## src/rtl/dm_store_rmw.sv

```systemverilog
// Word-wide store unit for a data memory without byte enables.
// Full-word stores are written directly; halfword and byte stores read, merge and write back.
module dm_store_rmw #(
  parameter int AW = 10
) (
  input  logic          clk,
  input  logic          rst_n,
  input  logic          req,
  input  logic [1:0]    op,
  input  logic [31:0]   addr,
  input  logic [31:0]   wdata,
  output logic          ready,
  output logic          done,
  output logic          err,
  output logic [AW-1:0] mem_addr,
  output logic          mem_rd,
  input  logic [31:0]   mem_rdata,
  output logic          mem_we,
  output logic [31:0]   mem_wdata
);

  typedef enum logic [2:0] {
    IDLE,
    RD,
    MRG,
    WR,
    ERR
  } state_t;

  state_t      state;
  state_t      state_nxt;
  logic [1:0]  op_q;
  logic [1:0]  lane_q;
  logic [15:0] data_q;
  logic [31:0] wbuf;
  logic [31:0] merged;
  logic        reject;
  logic        unused_addr_hi;

  // High address bits fall outside the memory and are simply dropped.
  assign unused_addr_hi = ^addr[31:AW+2];

  always_comb begin
    reject = (op == 2'b11) ||
             ((op == 2'b00) && (addr[1:0] != 2'b00)) ||
             ((op == 2'b01) && addr[0]);
  end

  always_ff @(posedge clk) begin
    if (!rst_n) begin
      state <= IDLE;
    end else begin
      state <= state_nxt;
    end
  end

  always_comb begin
    state_nxt = state;
    case (state)
      IDLE: begin
        if (req) begin
          if (reject) begin
            state_nxt = ERR;
          end else if (op == 2'b00) begin
            state_nxt = WR;
          end else begin
            state_nxt = RD;
          end
        end
      end
      RD:      state_nxt = MRG;
      MRG:     state_nxt = WR;
      WR:      state_nxt = IDLE;
      ERR:     state_nxt = IDLE;
      default: state_nxt = IDLE;
    endcase
  end

  // Lane replacement over the word just read back from memory.
  always_comb begin
    merged = mem_rdata;
    if (op_q == 2'b10) begin
      merged[{lane_q, 3'b000} +: 8] = data_q[7:0];
    end else if (lane_q[1]) begin
      merged[31:16] = data_q;
    end else begin
      merged[15:0] = data_q;
    end
  end

  always_ff @(posedge clk) begin
    if (!rst_n) begin
      op_q     <= 2'b00;
      lane_q   <= 2'b00;
      data_q   <= 16'h0000;
      wbuf     <= 32'h0000_0000;
      mem_addr <= '0;
    end else if ((state == IDLE) && req) begin
      op_q     <= op;
      lane_q   <= addr[1:0];
      data_q   <= wdata[15:0];
      mem_addr <= addr[AW+1:2];
      if (op == 2'b00) begin
        wbuf <= wdata;
      end
    end else if (state == MRG) begin
      wbuf <= merged;
    end
  end

  assign ready     = (state == IDLE);
  assign mem_rd    = (state == RD);
  assign mem_we    = (state == WR);
  assign done      = (state == WR) || (state == ERR);
  assign err       = (state == ERR);
  assign mem_wdata = wbuf;

endmodule

```

## config.mk

```make
export PLATFORM = sky130hd
export DESIGN_NAME = dm_store_rmw
export DESIGN_NICKNAME = d
export VERILOG_FILES = /design/src/rtl/dm_store_rmw.sv
export SDC_FILE = /design/constraint.sdc
export NUM_CORES = 1
export LEC_CHECK = 0
export BUFFER_PORTS_ARGS = -buffer_cell sky130_fd_sc_hd__clkbuf_2
export CAP_MARGIN = 20
export CORE_ASPECT_RATIO = 1.2
export CORE_MARGIN = 3
export CORE_UTILIZATION = 35
export CTS_BUF_LIST = sky130_fd_sc_hd__clkbuf_4 sky130_fd_sc_hd__clkbuf_8 sky130_fd_sc_hd__clkbuf_16
export DETAILED_ROUTE_END_ITERATION = 16
export SYNTH_ARGS = -nofsm -noshare
export SYNTH_HDL_FRONTEND = slang
export SYNTH_SLANG_ARGS = --single-unit
```

## constraint.sdc

```tcl
create_clock -name clk -period 4.4 [get_ports clk]
set_input_delay 0.88 -clock clk [delete_from_list [all_inputs] [get_ports clk]]
set_output_delay 0.88 -clock clk [all_outputs]
set_load 0.02 [all_outputs]
```

==> results.yml, run 1 <==
outcome:
  status: "finished, final reports clean"
hold_path:
  hold_path_depth: 2
  holdCritStartpoint: "mem_addr[4]"
  holdPathEnd: "mem_addr[4]"
  hp-class: "flip-flop to flip-flop"
floorplan:
  rows: 40
  ios: 148
  initial_core_util_pct: 36.10
  chipHeight_um: 117.9
  core_um2: 10110
  die_x_um: 99.22
  dieArea_um2: 11690
timing:
  rsz0062_at_grt: "no"
  setup-tns-final_ns: 0
  fmax_mhz: 369.4
  setup_violations: 0
  setup_slack_ns: 1.693
  worstMarginPinSlew_ns: 1.050
  period_needed_ns: 2.707
  hold_viol: 0
  finalMaxSlewViolations: 0
  slew_headroom_pct: 30.01
  fin_crit_sh_pct: 61.53
  fin_skew_ns: 0.003045
setup_path:
  r2r_cells: 6
  critPathKind: "flip-flop to flip-flop"
  start_kind: "flip-flop"
  r2r_start: "lane_q[1]"
  worstPathMaxFanout: 24
  worstReg2RegEnd: "mem_wdata[28]"
  r2r_setup_slack_ns: 1.69
  end_kind: "flip-flop"
  cp.arrival_ns: 2.97
  cp.required_ns: 4.66
synthesis:
  synth_edf_count: 0
  synth_area_um2: 3650
  syn_inst: 437
  async_flop_share_pct: 0
  seq_area_frac_synth_pct: 35.65
  synth_ff_type: "dfxtp_1"
  ys_types: 36
  synthTopCellsByArea: "dfxtp_1 36%, mux2i_1 8.2%, nand2_1 8.2%, a211o_1 7.2%, a31oi_1 5.5%"
  synth_nets: 543
  ys_ff_latch: 65
  post_synth.cell_area_avg_um2: 8.352
  synth_warnings: 0
  yosys.area.top_type: "dfxtp_1"
  netlist.area_leader.share_pct: 35.65
layout:
  nNetsFinal: 647
  syn2layout_area_growth_pct: 27.36
  layout_commonest_cell: "clkbuf_2"
  layout-drive-gt1-share_pct: 28.86
  utilization_pct: 45.98
  fin_area_um2: 4648
  diodes: 0
  layout.cells.most_common_list: "127 x clkbuf_2, 80 x nand2_1, 64 x dfxtp_1, 34 x o21ai_0, 32 x a31oi_1"
  nFillCells: 1043
power:
  power.leakage_uw: 0.001969
  p_per_area_nw_per_um2: 416.2
  swShare_pct: 29.88
  combPwrFrac_pct: 24.1
  clockPowerShare_pct: 39.4
  fin_total_pwr_uw: 1935
  p_seq_share_pct: 36.5
  switching_power_uw: 578.2
  internal_power_uw: 1357
  max-vdd-ir-drop_v: 0.0001828
clocking:
  cts_root_buf: "clkbuf_16"
  cts_tree: "built"
  cts.clk_slew.worst_paths_ns: 0.05
  cts_buffer_depth: 2
  cts_buffers: 9
  cts_sinks: 65
  htreeDepth: 3
  cts_hold_buf: 0
  insertion_delay_ns: 0.33
  post_cts_resize_count: 0
  postCtsSetupBuffers: 0
grt:
  grt_pass1_vias: 3671
  grt.total_usage_pct: 19.44
  grt-ovfl-total: 0
  antenna_found_initial: 0
  grt_pass1_wl_mm: 18.18
  grt_max_degree: 65
detailed_routing:
  drc: 0
  drtPass1Iterations: 5
  wl_per_cell_um: 16.75
  ant_nets: 0
  vias: 3720
  drt_iter0_drc: 155
  avgViaCountPerCell: 5.552
  wl_mm: 11.22
placement:
  place_ws_ns: 1.676
  hpwl_mm: 7.973
  gp_congestion: 0.8155
  io_buffers: 127
  dpl-instance-area_um2: 4248
flow_run:
  cap_violations: 0
==> area by class of cell <==
class	count	area (um2)	share of cell area, %
multi-input cells	325	2100	45.17
flip-flops and latches	65	1303	28.02
repair buffers	134	748.2	16.10
clock buffers	11	252.7	5.437
well taps	126	157.7	3.392
clock inverters	3	65.06	1.400
inverters	6	22.52	0.4845
==> kinds of logic (layout without fill, tap and decap cells) <==
kind of cell	Yosys count	after routing	share of synthesized area [%]
and+or+nand+nor	125	125	17.00
adders and majority gates	5	5	1.714
buffers and inverters	47	154	6.959
DFF	65	65	35.65
AOI/OAI and AO/OA	165	165	30.44
muxes	30	30	8.228
==> power groups by stage <==
stage,combinational (uW),sequential (uW),clock [uW]
finish,466,706,763
global placement,448,714,0
CTS,458,705,779
floorplan,284,748,0
global route,516,713,807
detailed placement,457,716,0
==> Yosys cell counts (2+ instances only) <==
cell type and count:
a211o_1 30, dfxtp_1 65, buf_2 10, nor2b_1 23, o211ai_1 4, nor2_1 3, ha_1 5, nand2_1 80
inv_1 6, a21oi_1 31, a221oi_1 8, a311oi_1 22, nor3b_1 2, o21ai_0 34, nand2b_1 2, buf_6 7
a31oi_1 32, mux2i_1 30, and2b_1 2, clkbuf_1 20, and3_1 2, and2_1 3, buf_4 3
==> metal layers <==
metal	part of all wire, %	vias up	routed length, um	GRT usage, %
met5	0	-	0	0
met4	2.6	0	290	8.967
met3	6.7	22	749	4.209
met2	51	119	5725	33.15
met1	40	1759	4458	22.98
li1	-	1820	-	-
==> critical path, stage by stage (launching register included) <==
cell	delay (ns)
dfxtp_2	0.61
buf_4	0.43
ha_1	0.43
nor4b_4	0.49
a311oi_1	0.17
a211o_1	0.33
a31oi_1	0.16
==> state kept, by name, summed over array words and instances, names as in the netlist <==
signal / count
mem_addr: 10
data_q: 16
mem_wdata: 32
state: 3
lane_q: 2
op_q: 2
==> stage by stage <==
stage	hold WS, ns	std cells
after global routing	0.4761	670
after global placement	0.4413	653
after detailed placement	0.4490	653
final	0.4580	670
after floorplan	0.4446	437
after CTS	0.4592	667
==> worst max path at each step <==
stage,to,startpoint
floorplan,mem_wdata[16],lane_q[1]
global placement,state[1],rst_n
detailed placement,state[1],rst_n
CTS,mem_wdata[28],lane_q[1]
global route,mem_wdata[27],lane_q[1]
finish,mem_wdata[28],lane_q[1]
Note: power is estimated with default switching activity, not from simulation.
==> inputs of run 2 (changes only) <==
--- a/config.mk
+++ b/config.mk
@@ -5,6 +5,7 @@
 export SDC_FILE = /design/constraint.sdc
 export NUM_CORES = 1
 export LEC_CHECK = 0
+export ABC_AREA = 1
 export BUFFER_PORTS_ARGS = -buffer_cell sky130_fd_sc_hd__clkbuf_2
 export CAP_MARGIN = 20
 export CORE_ASPECT_RATIO = 1.2
==> constraint.sdc (replaced) <==
create_clock -name clk -period 2.8 [get_ports clk]
set_input_delay 0.56 -clock clk [delete_from_list [all_inputs] [get_ports clk]]
set_output_delay 0.56 -clock clk [all_outputs]
set_load 0.02 [all_outputs]
==> results.yml, run 2 <==
outcome:
  status: "finished, final reports clean"
synthesis:
  synth_edf_count: 0
  synth_warnings: 0
  synth_nets: 777
  synth_ff_type: "dfxtp_1"
  synth_area_um2: 4013
  syn_inst: 671
  seq_area_frac_synth_pct: 32.43
  synth.most_common_cell: "nand2_1"
  synthTopCellsByArea: "dfxtp_1 32%, nand2_1 20%, a21oi_1 10%, nor2_1 9.5%, o21ai_0 7.2%"
  yosys.area.top_type: "dfxtp_1"
  post_synth.cell_area_avg_um2: 5.980
  async_flop_share_pct: 0
  ys_types: 28
  ys_ff_latch: 65
  synthTopCellsByCount: "217 x nand2_1, 102 x nor2_1, 83 x a21oi_1"
  netlist.area_leader.share_pct: 32.43
setup_path:
  crit_chain: "inv_2 > ha_1 > inv_2 > nor2_4 > nand2_1 > nor2_1 > nor2_1 > nor2_1 > nor2_1 > nor2_1"
  cp_common_cell: "nor2_1"
  cp.arrival_ns: 2.40
  cp.required_ns: 3.07
  end_kind: "flip-flop"
  critPathMaxStageDelay_ns: 0.55
  cpMaxStageDelayCell: "dfxtp_1"
  start_kind: "flip-flop"
  worstPathMaxFanout: 14
  r2r_setup_slack_ns: 0.67
  critPathKind: "flip-flop to flip-flop"
grt:
  grt_pass1_vias: 4073
  antenna_found_initial: 0
  grt_pass1_wl_mm: 19.87
  grt-ovfl-total: 0
  grt_max_degree: 38
  grt.total_usage_pct: 19.23
clocking:
  cts_buffer_depth: 2
  post_cts_resize_count: 0
  cts_root_buf: "clkbuf_16"
  cts.clk_slew.worst_paths_ns: 0.06
  insertion_delay_ns: 0.34
  htreeDepth: 3
  postCtsSetupBuffers: 0
  cts_buffers: 9
  cts_hold_buf: 0
  cts_sinks: 65
  cts_tree: "built"
detailed_routing:
  drtPass1Iterations: 5
  wl_mm: 12.69
  drc: 0
  avgViaCountPerCell: 4.854
  drt_iter0_drc: 300
  vias: 4548
  wl_per_cell_um: 13.54
  ant_nets: 0
timing:
  slew_headroom_pct: 45.42
  finalMaxSlewViolations: 0
  setup_violations: 0
  setup-tns-final_ns: 0
  hold_viol: 0
  fin_crit_sh_pct: 76.13
  rsz0062_at_grt: "no"
  fin_skew_ns: 0.004857
  fmax_mhz: 469.1
  period_needed_ns: 2.132
  worstMarginPinSlew_ns: 0.8178
floorplan:
  core_um2: 11140
  dieArea_um2: 12790
  chipHeight_um: 123.3
  initial_core_util_pct: 36.02
  rows: 42
  ios: 148
  die_x_um: 103.7
power:
  swShare_pct: 35.23
  p_seq_share_pct: 35.7
  p_per_area_nw_per_um2: 605.9
  max-vdd-ir-drop_v: 0.0002669
  switching_power_uw: 1056
  combPwrFrac_pct: 29.4
  power.leakage_uw: 0.002356
  internal_power_uw: 1942
  clockPowerShare_pct: 34.8
layout:
  diodes: 0
  nNetsFinal: 885
  largest_register_ffs: 32
  syn2layout_area_growth_pct: 23.32
  layout-drive-gt1-share_pct: 20.95
  layout_commonest_cell: "nand2_1"
  instances_no_fill: 937
  layout.cells.most_common_list: "217 x nand2_1, 127 x clkbuf_2, 102 x nor2_1, 83 x a21oi_1, 65 x dfxtp_1"
placement:
  io_buffers: 127
  numPlacedInstances: 922
  gp_congestion: 0.8307
  hpwl_mm: 9.104
flow_run:
  cap_violations: 0
hold_path:
  hp-class: "input port to flip-flop"
run 2: cell types whose count changed after synthesis, sizes merged, moves of 31 or more:
cell,delta
a21oi,+52
inv,+37
nor2,+103
o21ai,+35
a31oi,-31
nand2,+138
run 2: cell type report:
| cell class | count | area (um2) |
|---|---|---|
| Fill cell | 1259 | 6192 |
| Multi-Input combinational cell | 522 | 2315 |
| Sequential cell | 65 | 1301 |
| Timing Repair Buffer | 135 | 695.7 |
| Clock buffer | 12 | 254.0 |
| Tap cell | 154 | 192.7 |
| Inverter | 46 | 172.7 |
| Clock inverter | 3 | 17.52 |
run 2: path summary, 6_finish.rpt:
path | startpoint | end | cells past startpoint
worst max-delay path | lane_q[0] | mem_wdata[9] | 10
worst min-delay path | addr[6] | mem_addr[4] | 3
worst max register to register | lane_q[0] | mem_wdata[9] | 10
worst min register to register | data_q[12] | data_q[12] | 2
run 2: cell families (layout without fill, tap and decap cells):
family | count (synthesis) | in the layout | share of synthesized area [%]
flip-flops | 65 | 65 | 32.43
adder cells (fa/ha/maj) | 5 | 5 | 1.559
AO/OA/AOI/OAI | 155 | 155 | 19.46
AND/OR/NAND/NOR | 362 | 362 | 36.67
buffers and inverters | 84 | 196 | 9.885
run 2: critical path: cells and delay by family, from the launching register on:
family | cells | cell delay, ns
AND/OR/NAND/NOR | 7 | 0.85
flip-flops | 1 | 0.55
adder cells (fa/ha/maj) | 1 | 0.37
buffers and inverters | 2 | 0.30
run 2: power groups by stage:
| stage | Clock (uW) | Sequential [uW] | Combinational, uW |
|---|---|---|---|
| after floorplan | 0 | 1150 | 572 |
| after global placement | 0 | 1090 | 870 |
| after detailed placement | 0 | 1090 | 882 |
| after CTS | 1060 | 1070 | 886 |
| after global routing | 1100 | 1080 | 996 |
| final | 1040 | 1070 | 883 |
run 2: through the flow:
step / total power (uW) / utilization [%] / hold slack (ns) / instance area, um2 / worst slack, ns
floorplan: 1725 / - / 0.4295 / 4013 / 0.9950
global placement: 1958 / 41.98 / 0.4404 / 4677 / 0.5804
detailed placement: 1972 / 41.98 / 0.4555 / 4677 / 0.5212
CTS: 3019 / 44.42 / 0.4508 / 4949 / 0.6844
global route: 3177 / 44.42 / 0.4476 / 4949 / 0.4515
finish: 2998 / 44.42 / 0.4542 / 4949 / 0.6683
run 2: routing by layer:
metal / wire [um] / vias up / global-route usage, %
met5: 0 / - / 0
met1: 5741 / 2072 / 23.93
met2: 6201 / 100 / 33.72
met3: 534 / 14 / 3.655
li1: - / 2362 / -
met4: 211 / 0 / 6.567
